<file path="src/rtl/noc_arb_pkg.sv">
// Shared types and constants for the NoC output-port arbiter.
package noc_arb_pkg;

  localparam int CRED_W = 4;

  typedef enum logic [0:0] {
    IDLE   = 1'b0,
    LOCKED = 1'b1
  } arb_state_t;

endpackage

</file>
<file path="src/rtl/noc_out_arbiter_rr_pick.sv">
// Round-robin picker: first set req bit at or after ptr, wrapping modulo NUM_REQ.
module rr_pick #(
  parameter int NUM_REQ = 3,
  parameter int IDX_W   = $clog2(NUM_REQ)
) (
  input  logic [NUM_REQ-1:0] req,
  input  logic [IDX_W-1:0]   ptr,
  output logic [NUM_REQ-1:0] onehot,
  output logic [IDX_W-1:0]   idx,
  output logic               any
);

  int j;

  // NOTE: every output gets a default before the loop so no path leaves a latch.
  always_comb begin
    onehot = '0;
    idx    = '0;
    any    = 1'b0;
    j      = 0;
    for (int i = 0; i < NUM_REQ; i++) begin
      j = int'(ptr) + i;
      if (j >= NUM_REQ) j = j - NUM_REQ;
      if (!any && req[j]) begin
        any       = 1'b1;
        onehot[j] = 1'b1;
        idx       = IDX_W'(j);
      end
    end
  end

endmodule

</file>
<file path="src/rtl/noc_out_arbiter.sv">
// Wormhole output-port arbiter with credit flow control.
// Optional stall watchdog compiled in with NOC_ARB_WATCHDOG_EN.
module noc_out_arbiter
  import noc_arb_pkg::*;
#(
  parameter int NUM_REQ     = 3,
  parameter int MAX_CREDITS = 4,
  parameter int WD_CYCLES   = 16
) (
  input  logic                       clk,
  input  logic                       reset,
  input  logic [NUM_REQ-1:0]         req,
  input  logic [NUM_REQ-1:0]         last,
  input  logic                       credit_in,
  output logic [NUM_REQ-1:0]         grant,
  output logic [$clog2(NUM_REQ)-1:0] select,
  output logic                       xfer,
  output logic [CRED_W-1:0]          credits,
  output logic                       credit_err
`ifdef NOC_ARB_WATCHDOG_EN
  ,
  output logic                       wd_timeout
`endif
);

  localparam int SEL_W = $clog2(NUM_REQ);

  arb_state_t         state;
  logic [SEL_W-1:0]   rr_ptr;
  logic [SEL_W-1:0]   next_ptr;
  logic [NUM_REQ-1:0] pick_onehot;
  logic [SEL_W-1:0]   pick_idx;
  logic               pick_any;
  logic               has_credit;
  logic               at_max;
  logic               tail_done;
  logic               wd_fire;
  logic               release_lock;

  rr_pick #(
    .NUM_REQ (NUM_REQ),
    .IDX_W   (SEL_W)
  ) u_rr_pick (
    .req    (req),
    .ptr    (rr_ptr),
    .onehot (pick_onehot),
    .idx    (pick_idx),
    .any    (pick_any)
  );

  assign has_credit = (credits != '0);
  assign at_max     = (credits == CRED_W'(MAX_CREDITS));

  // Gated by reset so a packet cut by reset moves no further flits.
  assign xfer      = !reset && (state == LOCKED) && req[select] && has_credit;
  assign tail_done = xfer && last[select];
  assign next_ptr  = (select == SEL_W'(NUM_REQ - 1)) ? '0 : select + 1'b1;

`ifdef NOC_ARB_WATCHDOG_EN
  localparam int WD_W = $clog2(WD_CYCLES + 1);

  logic [WD_W-1:0] wd_cnt;

  // Fires on the WD_CYCLES-th consecutive locked cycle without a transfer.
  assign wd_fire = (state == LOCKED) && !xfer && (wd_cnt == WD_W'(WD_CYCLES - 1));

  always_ff @(posedge clk) begin
    if (reset) begin
      wd_cnt     <= '0;
      wd_timeout <= 1'b0;
    end else begin
      wd_timeout <= wd_fire;
      if ((state != LOCKED) || xfer || wd_fire) wd_cnt <= '0;
      else                                      wd_cnt <= wd_cnt + 1'b1;
    end
  end
`else
  assign wd_fire = 1'b0;
`endif

  assign release_lock = tail_done || wd_fire;

  // NOTE: state registers use non-blocking assignments so every flop samples pre-edge values.
  always_ff @(posedge clk) begin
    if (reset) begin
      state  <= IDLE;
      grant  <= '0;
      select <= '0;
      rr_ptr <= '0;
    end else begin
      case (state)
        IDLE: begin
          if (pick_any && has_credit) begin
            state  <= LOCKED;
            grant  <= pick_onehot;
            select <= pick_idx;
          end
        end
        LOCKED: begin
          if (release_lock) begin
            state  <= IDLE;
            grant  <= '0;
            select <= '0;
            rr_ptr <= next_ptr;
          end
        end
        default: state <= IDLE;
      endcase
    end
  end

  // A simultaneous transfer and returned credit cancel out.
  always_ff @(posedge clk) begin
    if (reset) begin
      credits    <= CRED_W'(MAX_CREDITS);
      credit_err <= 1'b0;
    end else begin
      case ({xfer, credit_in})
        2'b10: credits <= credits - 1'b1;
        2'b01: begin
          if (at_max) credit_err <= 1'b1;
          else        credits    <= credits + 1'b1;
        end
        default: ;
      endcase
    end
  end

endmodule

</file>
<file path="config.mk">
export PLATFORM = sky130hd
export DESIGN_NAME = noc_out_arbiter
export DESIGN_NICKNAME = d
export VERILOG_FILES = /design/src/rtl/noc_arb_pkg.sv /design/src/rtl/noc_out_arbiter_rr_pick.sv /design/src/rtl/noc_out_arbiter.sv
export SDC_FILE = /design/constraint.sdc
export NUM_CORES = 1
export LEC_CHECK = 0
export ABC_AREA = 0
export CORE_MARGIN = 8
export CORE_UTILIZATION = 40
export CTS_CLUSTER_SIZE = 24
export DETAILED_ROUTE_END_ITERATION = 7
export PLACE_DENSITY_LB_ADDON = 0.15
export SETUP_SLACK_MARGIN = 0.4
export SYNTH_ARGS = -nofsm -noshare
export SYNTH_HDL_FRONTEND = slang
export SYNTH_SLANG_ARGS = --single-unit
</file>
<file path="constraint.sdc">
create_clock -name clk -period 5.5 [get_ports clk]
set_input_delay 0.55 -clock clk [delete_from_list [all_inputs] [get_ports clk]]
set_output_delay 0.55 -clock clk [all_outputs]
set_load 0.01 [all_outputs]
</file>
Yosys cells after proc, flatten, opt, wreduce, memory -nomap -nowiden:

Index checks and enable logic that the tools add are counted.

* equality and inequality tests: 7
* bitwise operators: 3
* add/subtract/negate cells: 8
* reductions and logical operators: 19
* muxes and demuxes: 43
* magnitude comparators: 10

Operators by type and width (number)
* 32-bit by 1-bit greater-or-equal comparator with 1-bit output, second input constant: 3
* 32-bit by 4-bit < comparator with 1-bit output, second input constant: 3
* 32-bit 2-to-1 mux: 3
* 32-bit by 3-bit greater-or-equal comparator with 1-bit output, second input constant: 2
* 32-bit by 3-bit subtractor with 32-bit output, second input constant: 2
* 1-bit 2-to-1 mux: 16
* 3-bit 2-to-1 mux: 5
* 2-bit 2-to-1 mux: 6
* 1-bit binary-select mux with 2-bit select: 5
* 1-bit logical AND: 10
* 4-bit one-hot mux with 2 select lines: 1
* 2-bit AND reduction: 4
* 1-bit demux with 2-bit select: 3
* 3-bit bitwise OR: 2
* 3-bit one-hot mux with 2 select lines: 1
* 4-bit by 1-bit adder with 4-bit output, second input constant: 1
* 2-bit == test, second input constant: 2
* 4-bit by 3-bit == test with 1-bit output, second input constant: 1
* 4-bit 2-to-1 mux: 1
* 2-bit inequality test, second input constant: 2
* 2-bit one-hot mux with 2 select lines: 1
* 4-bit nonzero test: 1
* 4-bit by 1-bit subtractor with 4-bit output, second input constant: 1
* 2-bit by 1-bit adder with 3-bit output, second input constant: 1
* other kinds (11): 13

* logic and storage cells: 96
* output and inout port bits: 11
* bits in registers: 13

Depth between registers and ports, before layout:

* depth after elaboration: 15
* depth in mapped cells: 11
* depth with buffers taken out: 10

Cells and area by module:

Synthesis repeated with hierarchy kept, for this count alone.

* cells, all modules: 131
* area, all modules: 1172.4 µm²

Modules (own cells, without submodules)
* noc_out_arbiter: sequential area each 260.2 µm², times used 1, area each 790.8 µm², cells an instance 79
* rr_pick: sequential area each 0.0 µm², times used 1, area each 381.6 µm², cells an instance 52

Worst setup path after synthesis:

Ideal clock, no wire load.

* path kind: register to register
* start point: register credits[0]
* end point: register credits[3]
* arrival time: 2.285 ns
* required time: 5.366 ns
* slack: 3.081 ns
* setup time: 0.134 ns
* stages on the path, launching flop included: 10
* clock period less this slack: 2.419 ns
* cells stage by stage: dfxtp_1 -> or4_4 -> nand3_4 -> nand2_1 -> ha_1 -> a21o_1 -> a21o_1 -> or3_1 -> mux2i_1 -> a311oi_2

* cells in the longest elaborated chain, start to end: 5
* elaborated cells on any way between the ends: 12

Ends and longest elaborated chain
* start: declaration: line noc_out_arbiter.sv:18 `output logic [CRED_W-1:0] credits,`
* start signal: assignment: line noc_out_arbiter.sv:115 `credits <= CRED_W'(MAX_CREDITS);`
* start signal: assignment: line noc_out_arbiter.sv:119 `2'b10: credits <= credits - 1'b1;`
* start signal: assignment: line noc_out_arbiter.sv:122 `else credits <= credits + 1'b1;`
* branches (longest 5 deep; another with 4-bit by 1-bit adder with 4-bit output)

Parallel ways; which one is timed is not known. The select of a mux whose other input is x is not followed.
A chain may end at the register's enable or synchronous reset.

Worst setup path after layout:

* start point: input port reset
* end point: register credits[3]

* cells in the longest elaborated chain, start to end: 7
* elaborated cells on any way between the ends: 10

Ends and longest elaborated chain
* start: declaration: line noc_out_arbiter.sv:11 `input logic reset,`
* 1-bit logical NOT: line noc_out_arbiter.sv:55 `assign xfer = !reset && (state == LOCKED) && req[select] && has_credit;`
* 1-bit logical AND (3 in series): line noc_out_arbiter.sv:55
* 2-bit by 1-bit == test with 1-bit output / 2-bit == test (equally long branches): line noc_out_arbiter.sv:118 `case ({xfer, credit_in})`
* 2-bit inequality test (no source line) / 2-bit nonzero test (equally long branches)
* 2-bit AND reduction (no source line)

Parallel ways exist; a longest one is shown, timed or not.

==> run metrics <==
status=completed; CTS max path bufs=2; Netlist cell types=53; number of global-route vias before repair=925; n_diodes=0; crit start category=primary input; Yosys top cell by area=dfxtp_1; crit path DAT=3.27 ns; hold-fix buffers at CTS=0; share of layout cells above drive strength 1=9.93%; CTS HTree Levels=1; length of the first detailed-routing pass in iterations=4; row cnt=19; Initial Utilization=41.0%; Post-synth ARST share=0%; worst endpoint required time=5.64 ns; Finished Layout Cells=172; hpwl dp=1.83 mm; Setup CP Type=primary input to register; initial antenna violation count=0; Setup TNS Final=0 ns; Layout area overhead=19.7%; critical path peak fanout=21; Synth Area per Inst=8.67 sq um; clock skew=0.00676 ns; Mapped Area=1090 sq um; total CTS buffers=3; Die Y=68.3 um; largest cells by area after synthesis=dfxtp_1 24%, ha_1 6.9%, mux2i_1 4.6%; sw frac=39.4%; Die X=68.3 um; layout filler cell count=276; PwrDens=331 nW/um^2; DR WL/cell=14.2 um; Logic pwr share=52.2%; RSZ-0062 raised after global routing=false; Achievable Freq=0.320 GHz; crit share post-route=56.8%; antenna viol nets, final=0; #FFs+latches synth=13; Nets=158; DR iter-0 viols=33; Worst-path clk slew=0.08 ns; top-level I/O count=20; switching power=171 uW; Inst Count DP=168; Tmin final=3.13 ns; Remaining DRCs=0; post-synth top area share=23.8%; Post-synth top cells=13 x dfxtp_1, 10 x nor2_1, 9 x inv_1; final hold violation count=0; PortBufs=19; Synth Instances=126; Hold Path Class=register to register; Worst Max-Slew Pin Slew=0.712 ns; Clk pwr share=13.9%; vias per inst=5.74; Clk Tree Root Cell=clkbuf_4; Internal=262 uW; Die ar.=4660 sq um; clk_lat worst skew=0.28 ns; Total Routing Usage GR=11.1%; largest net degree at the start of global routing=22; sequential area share after synthesis=23.8%; Critical Path End Type=register; global-route wire length before repair=4.12 mm; leak pwr=0.498 nW; total wire length=2.43 mm; CTS tree=done; max-slew violation count=0; VDD IR max=0.316 mV; Top FF cell, synth=dfxtp_1; total core area=2660 sq um; part of the power in registers=33.9%; max-cap violations=0; vias post-DR=988; Slew HR=52.4%; Placer Congestion=0.804; grt ovf=0; Syn Nets=142; post-CTS sizing=0; Post-synth EDFFs=0; setup bufs post-CTS=0; setup violators final=0; most repeated cell in the gate-level netlist after synthesis=dfxtp_1; clk sinks=13; Yosys warnings=0
## kinds of logic (layout without fill, tap and decap cells)
group / after synthesis / in the layout / share of synthesized area [%]
multiplexers: 7 / 7 / 6.64
AO/OA/AOI/OAI: 34 / 34 / 26.9
XOR/XNOR: 1 / 1 / 0.802
flip-flops: 13 / 13 / 23.8
buffers and inverters: 17 / 32 / 6.76
AND/OR/NAND/NOR: 46 / 46 / 25.3
adder cells (fa/ha/maj): 8 / 8 / 9.74
## power groups by stage
stage          clock (mW)  combinational [mW]  sequential [mW]
4_1_cts            0.0636               0.228            0.147
6_report           0.0602               0.226            0.147
3_5_place_dp            0               0.226            0.149
3_3_place_gp            0               0.225            0.148
2_1_floorplan           0               0.148            0.153
5_1_grt            0.0677               0.250            0.152
## metal layers
| metal | vias up | global-route usage, % | wire length, um |
|---|---|---|---|
| li1 | 499 | - | - |
| met1 | 469 | 14.0 | 1140 |
| met2 | 20 | 18.3 | 1170 |
| met3 | 0 | 4.42 | 129 |
| met4 | 0 | 0.767 | 0 |
| met5 | - | 0 | 0 |
## registers in the layout (all words and copies together) (netlist names)
| signal | count |
|---|---|
| credits | 4 |
| grant | 3 |
| rr_ptr | 2 |
| select | 2 |
| credit_err | 1 |
| state | 1 |
## path summary, 6_finish.rpt
check	startpoint	end	slack, ns	depth (start not counted)
worst min-delay path	state	state	0.47	2
worst max register to register	credits[2]	credits[3]	2.95	9
worst max-delay path	reset	credits[3]	2.37	10
worst min register to register	state	state	0.47	2
## through the flow
stage	power (mW)	instance area, sq um	hold WS, ns	setup WS [ns]	utilization, %
after floorplan	0.301	1090	0.436	3.08	-
after global placement	0.373	1280	0.444	2.18	48.1
after detailed placement	0.376	1280	0.454	2.07	48.1
after CTS	0.439	1310	0.467	2.38	49.1
after global routing	0.470	1310	0.483	2.16	49.1
final	0.433	1310	0.466	2.37	49.1
## cells in the final DEF (no fill, tap or decap), types with 2 or more instances in the layout
cell | netlist | routed
clkdlybuf4s50_1 | 0 | 19
dfxtp_1 | 13 | 13
nor2_1 | 10 | 10
inv_1 | 9 | 9
nand2_1 | 8 | 8
ha_1 | 6 | 6
mux2i_1 | 5 | 5
a21oi_1 | 5 | 5
nand2b_1 | 5 | 5
nor2b_1 | 5 | 5
nand3b_1 | 4 | 4
o21ai_0 | 3 | 3
or3_1 | 3 | 3
o32ai_1 | 3 | 3
clkbuf_4 | 0 | 3
a21o_1 | 2 | 2
nand3_1 | 2 | 2
## layout make-up
cell class,count,area (sq um),area share (%)
clock buffers,4,26.3,2.01
inverters,9,33.8,2.58
repair buffers,19,190,14.5
well taps,31,38.8,2.97
flip-flops and latches,13,260,19.9
multi-input cells,96,758,58.0
## worst max-delay path, stage by stage
cell,delay (ns)
clkdlybuf4s50_1,0.77
nor2_1,0.46
nand3_4,0.17
nand2_1,0.17
ha_1,0.25
a21o_1,0.18
a21o_1,0.19
or3_1,0.30
mux2i_1,0.17
a311oi_2,0.06
Note: power is estimated with default switching activity, not from simulation.
